File: src/rtl/axi_lite_mem_arbiter.sv
// axi_lite_mem_arbiter
//   Shares one AXI4-Lite memory slave between instruction fetch (M0, read
//   only) and load/store (M1, read + write). One whole transaction is granted
//   at a time, from address phase through the response handshake.
//
//   Optional feature macro: ARB_ROUND_ROBIN_EN
//     defined   : on M0/M1 contention the master not granted last wins
//                 (within M1, write beats read)
//     undefined : fixed priority M1 write > M1 read > M0 read
//
// Ports
//   clock, reset          system clock, synchronous active-high reset
//   m0_ar*/m0_r*          M0 read address / read data channels
//   m1_ar*/m1_r*          M1 read address / read data channels
//   m1_aw*/m1_w*/m1_b*    M1 write address / write data / write response
//   s_*                   mirror of the M1 bundle toward the memory slave
//   m0_grants, m1_grants  32-bit wrapping grant counters
module axi_lite_mem_arbiter #(
  parameter int ADDR_W = 32,
  parameter int DATA_W = 32
) (
  input  logic                clock,
  input  logic                reset,
  // M0 read
  input  logic                m0_arvalid,
  output logic                m0_arready,
  input  logic [ADDR_W-1:0]   m0_araddr,
  output logic                m0_rvalid,
  input  logic                m0_rready,
  output logic [DATA_W-1:0]   m0_rdata,
  output logic [1:0]          m0_rresp,
  // M1 read
  input  logic                m1_arvalid,
  output logic                m1_arready,
  input  logic [ADDR_W-1:0]   m1_araddr,
  output logic                m1_rvalid,
  input  logic                m1_rready,
  output logic [DATA_W-1:0]   m1_rdata,
  output logic [1:0]          m1_rresp,
  // M1 write
  input  logic                m1_awvalid,
  output logic                m1_awready,
  input  logic [ADDR_W-1:0]   m1_awaddr,
  input  logic                m1_wvalid,
  output logic                m1_wready,
  input  logic [DATA_W-1:0]   m1_wdata,
  input  logic [DATA_W/8-1:0] m1_wstrb,
  output logic                m1_bvalid,
  input  logic                m1_bready,
  output logic [1:0]          m1_bresp,
  // Slave side
  output logic                s_arvalid,
  input  logic                s_arready,
  output logic [ADDR_W-1:0]   s_araddr,
  input  logic                s_rvalid,
  output logic                s_rready,
  input  logic [DATA_W-1:0]   s_rdata,
  input  logic [1:0]          s_rresp,
  output logic                s_awvalid,
  input  logic                s_awready,
  output logic [ADDR_W-1:0]   s_awaddr,
  output logic                s_wvalid,
  input  logic                s_wready,
  output logic [DATA_W-1:0]   s_wdata,
  output logic [DATA_W/8-1:0] s_wstrb,
  input  logic                s_bvalid,
  output logic                s_bready,
  input  logic [1:0]          s_bresp,
  // Statistics
  output logic [31:0]         m0_grants,
  output logic [31:0]         m1_grants
);

  typedef enum logic [1:0] {
    IDLE  = 2'd0,
    M0_RD = 2'd1,
    M1_RD = 2'd2,
    M1_WR = 2'd3
  } state_t;

  state_t state;
  state_t state_next;

  // Set once the corresponding handshake has completed in the current grant,
  // so a still-high master valid is not forwarded a second time.
  logic addr_done;
  logic aw_done;
  logic w_done;

`ifdef ARB_ROUND_ROBIN_EN
  logic last_m1;
`endif

  always_comb begin
    state_next = state;

    m0_arready = 1'b0;
    m0_rvalid  = 1'b0;
    m0_rdata   = '0;
    m0_rresp   = '0;
    m1_arready = 1'b0;
    m1_rvalid  = 1'b0;
    m1_rdata   = '0;
    m1_rresp   = '0;
    m1_awready = 1'b0;
    m1_wready  = 1'b0;
    m1_bvalid  = 1'b0;
    m1_bresp   = '0;
    s_arvalid  = 1'b0;
    s_araddr   = '0;
    s_rready   = 1'b0;
    s_awvalid  = 1'b0;
    s_awaddr   = '0;
    s_wvalid   = 1'b0;
    s_wdata    = '0;
    s_wstrb    = '0;
    s_bready   = 1'b0;

    unique case (state)
      IDLE: begin
`ifdef ARB_ROUND_ROBIN_EN
        // M1 wins unless M0 is also requesting and M1 had the last grant.
        if ((m1_awvalid || m1_arvalid) && (!m0_arvalid || !last_m1))
          state_next = m1_awvalid ? M1_WR : M1_RD;
        else if (m0_arvalid)
          state_next = M0_RD;
`else
        if (m1_awvalid)
          state_next = M1_WR;
        else if (m1_arvalid)
          state_next = M1_RD;
        else if (m0_arvalid)
          state_next = M0_RD;
`endif
      end

      M0_RD: begin
        s_arvalid  = m0_arvalid & ~addr_done;
        m0_arready = s_arready & ~addr_done;
        s_araddr   = m0_araddr;
        m0_rvalid  = s_rvalid;
        m0_rdata   = s_rdata;
        m0_rresp   = s_rresp;
        s_rready   = m0_rready;
        if (s_rvalid && m0_rready)
          state_next = IDLE;
      end

      M1_RD: begin
        s_arvalid  = m1_arvalid & ~addr_done;
        m1_arready = s_arready & ~addr_done;
        s_araddr   = m1_araddr;
        m1_rvalid  = s_rvalid;
        m1_rdata   = s_rdata;
        m1_rresp   = s_rresp;
        s_rready   = m1_rready;
        if (s_rvalid && m1_rready)
          state_next = IDLE;
      end

      M1_WR: begin
        s_awvalid  = m1_awvalid & ~aw_done;
        m1_awready = s_awready & ~aw_done;
        s_awaddr   = m1_awaddr;
        s_wvalid   = m1_wvalid & ~w_done;
        m1_wready  = s_wready & ~w_done;
        s_wdata    = m1_wdata;
        s_wstrb    = m1_wstrb;
        m1_bvalid  = s_bvalid;
        m1_bresp   = s_bresp;
        s_bready   = m1_bready;
        if (s_bvalid && m1_bready)
          state_next = IDLE;
      end
    endcase
  end

  always_ff @(posedge clock) begin
    if (reset) begin
      state     <= IDLE;
      addr_done <= 1'b0;
      aw_done   <= 1'b0;
      w_done    <= 1'b0;
      m0_grants <= '0;
      m1_grants <= '0;
`ifdef ARB_ROUND_ROBIN_EN
      last_m1   <= 1'b0;
`endif
    end else begin
      state <= state_next;

      // Flags are cleared during the IDLE cycle that separates grants.
      if (state == IDLE) begin
        addr_done <= 1'b0;
        aw_done   <= 1'b0;
        w_done    <= 1'b0;
      end else begin
        if (s_arvalid && s_arready) addr_done <= 1'b1;
        if (s_awvalid && s_awready) aw_done   <= 1'b1;
        if (s_wvalid && s_wready)   w_done    <= 1'b1;
      end

      if (state == IDLE && state_next == M0_RD) begin
        m0_grants <= m0_grants + 32'd1;
`ifdef ARB_ROUND_ROBIN_EN
        last_m1   <= 1'b0;
`endif
      end
      if (state == IDLE && (state_next == M1_RD || state_next == M1_WR)) begin
        m1_grants <= m1_grants + 32'd1;
`ifdef ARB_ROUND_ROBIN_EN
        last_m1   <= 1'b1;
`endif
      end
    end
  end

endmodule

File: config.mk
export PLATFORM = sky130hd
export DESIGN_NAME = axi_lite_mem_arbiter
export DESIGN_NICKNAME = d
export VERILOG_FILES = /design/src/rtl/axi_lite_mem_arbiter.sv
export SDC_FILE = /design/constraint.sdc
export NUM_CORES = 1
export LEC_CHECK = 0
export BUFFER_PORTS_ARGS = -buffer_cell sky130_fd_sc_hd__buf_4
export CAP_MARGIN = 20
export CORE_AREA = 2 2 168 170
export DETAILED_ROUTE_END_ITERATION = 10
export DIE_AREA = 0 0 170 172
export SKIP_CTS_REPAIR_TIMING = 1
export SYNTH_ARGS = -nofsm -noshare
export SYNTH_HDL_FRONTEND = slang
export SYNTH_SLANG_ARGS = --single-unit
File: constraint.sdc
create_clock -name clock -period 3.4 [get_ports clock]
set_input_delay 0.34 -clock clock [delete_from_list [all_inputs] [get_ports clock]]
set_output_delay 0.34 -clock clock [all_outputs]
set_load 0.02 [all_outputs]
==> metrics.log <==
INFO  metric crit_end = s_araddr[19]
INFO  metric leakagePower = 3.948 nW
INFO  metric synth_top_cells_by_area = sky130_fd_sc_hd__dfxtp_1 (28%), sky130_fd_sc_hd__and2_1 (18%), sky130_fd_sc_hd__nor2b_1 (5.3%)
INFO  metric critPathArrivalTime = 2.27 ns
INFO  metric overall_power = 3.066 mW
INFO  metric regToRegSetupSlack = 0.91 ns
INFO  metric power.share.combinational = 39.2%
INFO  metric post_synth.cell_area_avg = 7.743 sq um
INFO  metric synth_edf_count = 0
INFO  metric io_buffer_count = 427
INFO  metric pwr_density_cell = 348.4 mW/mm^2
INFO  metric period_needed = 2.614 ns
INFO  metric clock_sink_count = 69
INFO  metric setup_ws = 0.7860 ns
INFO  metric clkPwrFrac = 33.5%
INFO  metric post_synth_num_cell_types = 40
INFO  metric synthDominantAreaCellType = sky130_fd_sc_hd__dfxtp_1
INFO  metric cts_tree = built
INFO  metric placement.setup.worst_slack = 0.9111 ns
INFO  metric groute.layer.met2.usage = 27.20%
INFO  metric worstHoldPathType = primary input to register
INFO  metric clock_tree.buffer_depth = 2
INFO  metric wirelength = 28.37 mm
INFO  metric ys_ff_latch = 69
INFO  metric vias = 6372
INFO  metric vias_in_the_first_global_route = 5718
INFO  metric detailedRoute.firstIterationViolations = 291
INFO  metric finalSetupViolations = 0
INFO  metric globalRoute.busiestLayer = met2
INFO  metric power.switching_fraction = 34.59%
INFO  metric max_cap_viol_count = 0
INFO  metric run_status = finished, final reports clean
INFO  metric first_pass_iters = 5
INFO  metric areaGrowthSynthToFinish = 78.17%
INFO  metric synthCells = 638
INFO  metric final_area = 0.008801 sq mm
INFO  metric clock_latency = 0.33 ns
INFO  metric min_period_over_period = 76.88%
INFO  metric yosys_warning_total = 0
INFO  metric floorplan.rows = 61
INFO  metric number_of_antenna_violations_at_the_first_check_in_global_routing = 7
INFO  metric met3_usage = 9.957%
INFO  metric ant_nets = 0
INFO  metric num-nets-final = 1223
INFO  metric dieWidth = 170 microns
INFO  metric start_util = 17.98%
INFO  metric vias_per_cell = 4.578
INFO  metric fp.coreArea = 0.02748 sq mm
INFO  metric timing.slew.headroom = 37.44%
INFO  metric post_route_drc_violation_count = 0
INFO  metric cp-start-kind = register
INFO  metric ffs_w_async_s_r_synth = 0%
INFO  metric numCtsBuffers = 9
INFO  metric worstSetupEndpointType = primary output
INFO  metric h_tree_depth = 3
INFO  metric globalRouteMet1Util = 22.80%
INFO  metric wl_per_cell = 20.38 microns
INFO  metric post_synth_instance_area = 0.004940 sq mm
INFO  metric cp-startpoint = state[0]
INFO  metric clock.fmax = 382.6 MHz
INFO  metric clock_tree.root_cell = sky130_fd_sc_hd__clkbuf_16
INFO  metric power_frac_seq = 27.4%
INFO  metric chipHeight = 172 microns
INFO  metric hold_slack = 0.3253 ns
INFO  metric hpwlAfterDp = 23.55 mm
INFO  metric clock-skew-final = 0.01136 ns
INFO  metric power.switching = 1.061 mW
INFO  metric wire_length_of_the_first_global_routing_pass = 38.60 mm
INFO  metric worst_voltage_drop_across_the_vdd_grid = 0.1965 mV
INFO  metric synth_sequential_area_ratio = 27.96%
INFO  metric clk_slew_on_worst_s_h_paths = 0.06 ns
INFO  metric timing_worst_setup_path_type = register to primary output
INFO  metric worst-slew-pin-transition = 0.9343 ns
INFO  metric p_int = 2.005 mW
INFO  metric finalSetupTns = 0 ns
INFO  metric layout.cells.most_common = sky130_fd_sc_hd__buf_4
INFO  metric grt.overflow.total = 0
INFO  metric timing.reg2reg.worst_path_depth = 7
INFO  metric worst-path-max-fanout = 34
INFO  metric postSynth.topFlopCell = sky130_fd_sc_hd__dfxtp_1
INFO  metric synth_largest_type_area_fraction = 27.96%
INFO  metric globalRouteTotalUtil = 18.05%
INFO  metric synth_fp_nets = 826
INFO  metric number_of_hold_slack_violations_in_the_final_timing_report = 0
INFO  metric cp_data_required_time = 3.06 ns
INFO  metric grt_start_max_net_pins = 77
INFO  metric place_area = 0.008462 sq mm
INFO  metric floorplan.die_area = 0.02924 sq mm
INFO  metric report.final.slew_viol_count = 0
INFO  metric critical_r2r_launch = state[0]
INFO  metric place.gp.congestion = 0.9334
INFO  metric r2r_end = m0_grants[25]
INFO  metric fraction_of_final_layout_cells_with_drive_strength_greater_than_1 = 44.62%
INFO  metric boundaryPins = 428
INFO  metric unrepaired_setup_endpoints_after_global_routing = false
INFO  metric highest_count_cells_in_the_layout_ignoring_fill_and_taps = sky130_fd_sc_hd__buf_4 (437), sky130_fd_sc_hd__and2_1 (144), sky130_fd_sc_hd__dfxtp_1 (69)
==> synthesized netlist by cell type (2+ instances only) <==
library cell and number:
sky130_fd_sc_hd__ha_1 6, sky130_fd_sc_hd__or3_1 12, sky130_fd_sc_hd__nand2_1 20, sky130_fd_sc_hd__dfxtp_1 69, sky130_fd_sc_hd__nor2b_1 42, sky130_fd_sc_hd__o31ai_1 30
sky130_fd_sc_hd__nand3_1 13, sky130_fd_sc_hd__a31oi_1 2, sky130_fd_sc_hd__mux2i_1 3, sky130_fd_sc_hd__and4_1 15, sky130_fd_sc_hd__and2_1 144, sky130_fd_sc_hd__inv_1 10
sky130_fd_sc_hd__o2111ai_1 6, sky130_fd_sc_hd__nand4_1 12, sky130_fd_sc_hd__and3b_1 5, sky130_fd_sc_hd__o211ai_1 8, sky130_fd_sc_hd__buf_2 6, sky130_fd_sc_hd__nor4_1 6
sky130_fd_sc_hd__o21ai_0 16, sky130_fd_sc_hd__a21oi_1 45, sky130_fd_sc_hd__clkbuf_1 45, sky130_fd_sc_hd__and3_1 4, sky130_fd_sc_hd__nor3b_1 2, sky130_fd_sc_hd__nor3_1 3
sky130_fd_sc_hd__or4_1 30, sky130_fd_sc_hd__mux2_2 6, sky130_fd_sc_hd__a22oi_1 33, sky130_fd_sc_hd__nor2_1 22, sky130_fd_sc_hd__xor2_1 12
==> worst min-delay path by stage <==
| stage | from | end | slack [ns] | cells after the start |
|---|---|---|---|---|
| finish | s_awready | aw_done | 0.33 | 3 |
| global route | s_awready | aw_done | 0.35 | 3 |
| CTS | s_awready | aw_done | 0.32 | 3 |
| detailed placement | m0_grants[24] | m0_grants[24] | 0.49 | 2 |
| global placement | m1_grants[18] | m1_grants[18] | 0.48 | 2 |
| floorplan | w_done | w_done | 0.49 | 2 |
==> final cells by class <==
class / count / area (sq um)
tap: 346 / 432.9
antenna: 6 / 15.01
clock buffer: 10 / 229.0
fill: 2969 / 18680
sequential: 69 / 1381
multi-input combinational: 508 / 3329
clock inverter: 6 / 95.09
inverter: 10 / 37.54
timing repair buffer: 437 / 3281
==> metrics by stage <==
step,cells,utilization [%]
CTS,1386,31.98
global placement,1370,30.80
finish,1392,32.03
detailed placement,1370,30.80
floorplan,638,-
global route,1391,32.02
==> cells by family (layout without fill, tap and decap cells) <==
family	Yosys count	in the layout	share of synthesized area, %
AO/OA/AOI/OAI	145	145	19.28
adder cells (fa/ha/maj)	6	6	1.520
buffers and inverters	61	463	4.787
XOR/XNOR	13	13	2.305
multiplexers	10	10	2.204
other	0	6	0
flip-flops	69	69	27.96
AND/OR/NAND/NOR	334	334	41.95
==> worst max-delay path, stage by stage, from the launching register on <==
cell	delay [ns]
sky130_fd_sc_hd__dfxtp_1	0.36
sky130_fd_sc_hd__inv_1	0.11
sky130_fd_sc_hd__ha_2	0.68
sky130_fd_sc_hd__buf_4	0.29
sky130_fd_sc_hd__a22oi_1	0.09
sky130_fd_sc_hd__nor2b_1	0.22
sky130_fd_sc_hd__buf_4	0.17
==> metal layers <==
layer,share of wire (%),routed length [microns]
met1,43,12290
met2,43,12300
met3,12,3516
met4,0.56,159
met5,0.38,109
==> flip-flops by register name (all words and copies together) (netlist names) <==
register	cells
m0_grants	32
addr_done	1
w_done	1
aw_done	1
state	2
m1_grants	32
==> power by group through the flow <==
| stage | registers [mW] | clock network [mW] | logic, mW |
|---|---|---|---|
| 2_1_floorplan | 0.862 | 0 | 0.590 |
| 3_3_place_gp | 0.856 | 0 | 1.21 |
| 3_5_place_dp | 0.857 | 0 | 1.21 |
| 4_1_cts | 0.839 | 1.04 | 1.22 |
| 5_1_grt | 0.841 | 1.09 | 1.28 |
| 6_report | 0.839 | 1.03 | 1.20 |
Power figures use the tool's default switching activity.
